$ cat src/rtl/loader_pkg.sv
// Shared types and widths for the program loader.
package loader_pkg;

    typedef enum logic [2:0] {
        IDLE,
        LOAD,
        WRITE,
        DONE,
        ERR
    } loader_state_t;

    localparam int unsigned BYTES_PER_WORD = 4;
    localparam int unsigned LEN_W          = 16;
    localparam int unsigned BYTE_W         = 8;
    localparam int unsigned WORD_W         = BYTES_PER_WORD * BYTE_W;
    localparam int unsigned CNT_W          = $clog2(BYTES_PER_WORD);

endpackage

$ cat src/rtl/byte_packer.sv
// Packs accepted bytes little-endian into a 32-bit word; word_c already
// contains the byte being accepted this cycle.
module byte_packer
    import loader_pkg::*;
(
    input  logic              clk,
    input  logic              rst,
    input  logic              clr,
    input  logic              accept,
    input  logic [BYTE_W-1:0] byte_data,
    output logic              word_full_c,
    output logic [WORD_W-1:0] word_c
);

    logic [CNT_W-1:0]  cnt_q;
    logic [WORD_W-1:0] word_q;

    // Insert the incoming byte at its lane so the full word is visible on the 4th accept.
    always_comb begin
        word_c      = word_q;
        word_full_c = 1'b0;
        if (accept) begin
            word_c[{cnt_q, 3'b000} +: BYTE_W] = byte_data;
            word_full_c = (cnt_q == CNT_W'(BYTES_PER_WORD - 1));
        end
    end

    always_ff @(posedge clk or negedge rst) begin
        if (!rst) begin
            cnt_q  <= '0;
            word_q <= '0;
        end else if (clr) begin
            cnt_q  <= '0;
            word_q <= '0;
        end else if (accept) begin
            cnt_q  <= cnt_q + CNT_W'(1);
            word_q <= word_c;
        end
    end

endmodule

$ cat src/rtl/prog_loader.sv
// Byte-stream program loader: packs bytes into words, writes them to
// instruction memory and holds the core in reset until the image is complete.
module prog_loader
    import loader_pkg::*;
#(
    parameter int unsigned        A_WIDTH    = 32,
    parameter int unsigned        DATA_WIDTH = 32,
    parameter logic [A_WIDTH-1:0] BASE_ADDR  = '0,
    parameter int unsigned        MAX_WORDS  = 1024
) (
    input  logic                  clk,
    input  logic                  rst,
    input  logic                  start,
    input  logic [LEN_W-1:0]      len,
    input  logic                  byte_valid,
    input  logic [BYTE_W-1:0]     byte_data,
    output logic                  byte_ready,
    output logic                  imem_we,
    output logic [A_WIDTH-1:0]    imem_addr,
    output logic [DATA_WIDTH-1:0] imem_wd,
    output logic                  cpu_rst,
    output logic                  busy,
    output logic                  done,
    output logic                  err
);

    loader_state_t     state_q, state_d;
    logic [LEN_W-1:0]  len_q;
    logic [LEN_W-1:0]  word_idx_q;
    logic              idle_like_c;
    logic              len_ok_c;
    logic              load_start_c;
    logic              accept_c;
    logic              last_word_c;
    logic              word_full_c;
    logic [WORD_W-1:0] word_c;

    assign idle_like_c  = (state_q == IDLE) || (state_q == DONE) || (state_q == ERR);
    assign len_ok_c     = (len != '0) && (32'(len) <= 32'(MAX_WORDS));
    assign load_start_c = idle_like_c && start && len_ok_c;
    assign accept_c     = (state_q == LOAD) && byte_valid;
    assign last_word_c  = (word_idx_q == (len_q - LEN_W'(1)));

    byte_packer u_packer (
        .clk         (clk),
        .rst         (rst),
        .clr         (load_start_c),
        .accept      (accept_c),
        .byte_data   (byte_data),
        .word_full_c (word_full_c),
        .word_c      (word_c)
    );

    always_ff @(posedge clk or negedge rst) begin
        if (!rst) begin
            state_q <= IDLE;
        end else begin
            state_q <= state_d;
        end
    end

    always_comb begin
        state_d = state_q;
        case (state_q)
            IDLE, DONE, ERR: begin
                if (start) begin
                    state_d = len_ok_c ? LOAD : ERR;
                end
            end
            LOAD: begin
                if (word_full_c) begin
                    state_d = WRITE;
                end
            end
            WRITE:   state_d = last_word_c ? DONE : LOAD;
            default: state_d = IDLE;
        endcase
    end

    // Outputs are decoded from the next state so they line up with the state register.
    always_ff @(posedge clk or negedge rst) begin
        if (!rst) begin
            byte_ready <= 1'b0;
            imem_we    <= 1'b0;
            imem_addr  <= BASE_ADDR;
            imem_wd    <= '0;
            cpu_rst    <= 1'b1;
            busy       <= 1'b0;
            done       <= 1'b0;
            err        <= 1'b0;
            len_q      <= '0;
            word_idx_q <= '0;
        end else begin
            byte_ready <= (state_d == LOAD);
            imem_we    <= (state_d == WRITE);
            cpu_rst    <= (state_d != DONE);
            busy       <= (state_d == LOAD) || (state_d == WRITE);
            done       <= (state_d == DONE);
            err        <= (state_d == ERR);

            if (load_start_c) begin
                len_q      <= len;
                word_idx_q <= '0;
            end else if (state_q == WRITE) begin
                word_idx_q <= word_idx_q + LEN_W'(1);
            end

            // Address and data hold outside WRITE; they only change when a word completes.
            if (word_full_c) begin
                imem_addr <= BASE_ADDR + (A_WIDTH'(word_idx_q) << 2);
                imem_wd   <= DATA_WIDTH'(word_c);
            end
        end
    end

endmodule

$ cat config.mk
export PLATFORM = sky130hd
export DESIGN_NAME = prog_loader
export DESIGN_NICKNAME = d
export VERILOG_FILES = /design/src/rtl/loader_pkg.sv /design/src/rtl/byte_packer.sv /design/src/rtl/prog_loader.sv
export SDC_FILE = /design/constraint.sdc
export NUM_CORES = 1
export LEC_CHECK = 0
export CORE_MARGIN = 2
export CORE_UTILIZATION = 30
export CTS_CLUSTER_SIZE = 12
export DETAILED_ROUTE_END_ITERATION = 10
export GPL_TIMING_DRIVEN = 0
export PLACE_DENSITY = 0.57
export SETUP_SLACK_MARGIN = 0.1
export SLEW_MARGIN = 20
export SYNTH_ARGS = -nofsm -noshare
export SYNTH_HDL_FRONTEND = slang
export SYNTH_SLANG_ARGS = --single-unit
$ cat constraint.sdc
create_clock -name clk -period 2.7 [get_ports clk]
set_clock_uncertainty 0.15 [all_clocks]
set_input_delay 0.27 -clock clk [delete_from_list [all_inputs] [get_ports clk]]
set_output_delay 0.27 -clock clk [all_outputs]
set_load 0.02 [all_outputs]
==> results of run 1 <==
critical path, cell delays in order:
cell and delay [ns]:
clkdlybuf4s50_1 0.50, nor4_1 0.33, a31oi_1 0.16, nor3b_2 0.36, and3_1 0.22, buf_2 0.17, buf_4 0.24, mux2_1 0.35
registers in the layout, indices dropped and copies added (netlist names):
register	cells
len_q	16
u_packer.cnt_q	2
imem_addr	16
byte_ready	1
word_idx_q	16
u_packer.word_q	24
imem_wd	32
imem_we	1
cpu_rst	1
done	1
busy	1
err	1
state_q	3
worst min path at each step:
stage | from | end | cells after the start
after floorplan | rst | busy | 0
after global placement | imem_wd[4] | imem_wd[4] | 2
after detailed placement | rst | imem_addr[17] | 1
after CTS | rst | imem_addr[17] | 2
after global routing | rst | imem_addr[17] | 2
final | rst | imem_addr[17] | 2
kinds of logic (layout without fill, tap and decap cells):
group / count (synthesis) / after routing / share of synthesized area (%)
compound gates: 88 / 88 / 9.69
flops: 115 / 115 / 52.8
other cells: 1 / 16 / 0.0688
simple gates: 196 / 196 / 19.3
buf+inv: 51 / 169 / 5.10
fa+ha+maj: 7 / 7 / 1.61
xor+xnor: 35 / 35 / 5.63
mux: 28 / 28 / 5.74
layout by cell type, fill, tap and decap left out, drive strengths merged, types with 8 or more instances in the layout:
cell type      Yosys  final
inv                7      8
nand4              8      8
a22o               8      8
mux2              26     26
clkdlybuf4s50      0     80
nor2b              9      9
nor2              59     59
a21oi             30     30
conb               1     16
xnor2             18     18
buf               32     36
o21ai             35     35
nor4               9      9
nand2             48     48
and3              26     26
dfrtp            114    114
xor2              17     17
clkbuf            12     34
per-layer routing:
metal	share of wire (%)	vias up	GRT usage (%)	wire length, um
met4	1.8	0	4.63	245
met5	0	-	0	0
met3	5.3	24	5.01	710
met1	46	2044	18.7	6140
li1	-	2010	-	-
met2	47	108	23.4	6330
repair_timing:
item | in CTS | in global routing
setup endpoints to repair | 58 | 66
pin swaps | 0 | 2
endpoints found under the hold margin | 35 | 0
gates resized for setup | 2 | 7
hold buffers | 1 | 0
setup buffers | 0 | 3
stage by stage:
stage | TNS [ns] | utilization [%] | setup WS (ns) | power [mW]
6_report | 0 | 41.4 | 0.228 | 5.15
5_1_grt | 0 | 41.4 | 0.0859 | 5.36
4_1_cts | 0 | 41.1 | 0.134 | 5.18
3_5_place_dp | -27.67 | 37.0 | -0.520 | 2.51
3_3_place_gp | -371.55 | 36.9 | -3.05 | 2.49
2_1_floorplan | 0 | - | 0.341 | 2.32
final cells by class:
| cell class | instances | area, um^2 |
|---|---|---|
| Buffer | 44 | 253 |
| Inverter | 7 | 26.3 |
| Timing Repair Buffer | 86 | 872 |
| Tap cell | 229 | 287 |
| Multi-Input combinational cell | 370 | 2390 |
| Sequential cell | 115 | 2880 |
| Clock inverter | 11 | 221 |
| Clock buffer | 21 | 480 |
| Fill cell | 1687 | 10500 |
power by group:
| part | switching [mW] | internal [mW] |
|---|---|---|
| clock network | 0.809 | 1.83 |
| registers | 0.0986 | 1.80 |
| logic | 0.341 | 0.262 |
==> impl_metrics.py, run 1 <==
metrics = {
    "run_status": {
        "status": "completed",
    },
    "sta": {
        "fin_hold_ws_ns": 0.162,
        "rsz0062_at_grt": "false",
        "max_freq_mhz": 404,
        "setup_viol_count_final": 0,
        "worst_pin_slew_ns": 0.628,
        "min_period_ns": 2.47,
        "hold_violations": 0,
        "slew_violations": 0,
        "relSlewSlack_pct": 58.0,
        "period_share_pct": 91.6,
    },
    "synth": {
        "netlist_top_cells_area": "dfrtp_1 52%, nor2_1 4.1%, mux2_2 3.5%",
        "ys_seq_area_share_pct": 52.8,
        "synthFlopType": "dfrtp_1",
        "yosysMostFrequentCell": "dfrtp_1",
        "synth.top_cell.area_share_pct": 52.4,
        "netlist_area_mm2": 0.00545,
        "synthArstFlopShare_pct": 100,
        "ys_seq_elements": 115,
        "ys_types": 58,
        "synth_area_per_cell_um2": 10.5,
        "synth_area_leader_cell": "dfrtp_1",
        "synth_common_cells": "114 x dfrtp_1, 59 x nor2_1, 48 x nand2_1",
        "synth-edff-count": 0,
        "synth_warnings": 0,
        "synth_cells": 521,
    },
    "critical_path": {
        "r2r-end": "state_q[1]",
        "crit_start": "len[8]",
        "cp_data_arrival_time_ns": 2.62,
        "cp_max_fo": 10,
        "end_kind": "flop",
        "worstPathRequired_ns": 2.84,
        "endpoint": "len_q[7]",
        "reg2reg_from": "len_q[0]",
        "r2r_cells": 8,
        "cp-start-kind": "input port",
        "rrSetupSlack_ns": 0.25,
        "crit_type": "input port to flop",
    },
    "global_route": {
        "antenna_found_initial": 0,
        "track_usage_pct": 14.6,
        "grt_pass1_vias": 4343,
        "grt_pass1_wl_um": 22400,
        "gr-total-overflow": 0,
        "grt_max_degree": 81,
    },
    "route": {
        "ant_nets": 0,
        "viasPerCell": 4.74,
        "first_pass_iters": 4,
        "wl_per_cell_um": 15.2,
        "drc": 0,
        "first_iter_violations": 262,
        "vias": 4186,
        "wl_um": 13400,
    },
    "cells_and_area": {
        "fin_nets": 676,
        "area_delta_synth_final_pct": 36.0,
        "diodes": 0,
        "final_area_mm2": 0.00741,
        "fin_cells": 883,
        "drive_gt1_share_pct": 16.5,
    },
    "clocking": {
        "clkTransAtPathRegs_ns": 0.05,
        "htree_num_levels": 4,
        "cts_buffers": 17,
        "cts.path.max_buffers": 2,
        "clkLatencyLatePin_ns": 0.42,
        "cts_root_buffer": "clkbuf_16",
        "tritoncts": "yes",
        "clkSinkCount": 115,
    },
    "placed_design": {
        "io_buffers": 81,
        "dp.cells": 847,
        "dpl.hpwl_um": 9570,
        "globalplace.congestion": 0.833,
        "dpl_cell_area_mm2": 0.00663,
    },
    "floorplanning": {
        "placeableCoreArea_mm2": 0.0179,
        "rows": 49,
        "die_h_um": 139,
        "die_w_um": 139,
        "start_util_pct": 30.4,
        "pin_count": 98,
        "dieArea_mm2": 0.0193,
    },
    "power": {
        "p_per_area_mw_per_mm2": 694,
        "peakVddDrop_mv": 0.473,
        "p_leak_nw": 3.42,
    },
    "job": {
        "maxCapViolCount": 0,
    },
    "worst_hold_path": {
        "hold_class": "input port to async pin",
    },
}
Power figures use the tool's default switching activity.
==> inputs of run 2 (changes only) <==
- CAP_MARGIN: unset -> 20
==> results of run 2 <==
Same layout as run 1: the final DEF is identical, and so are final timing and power.
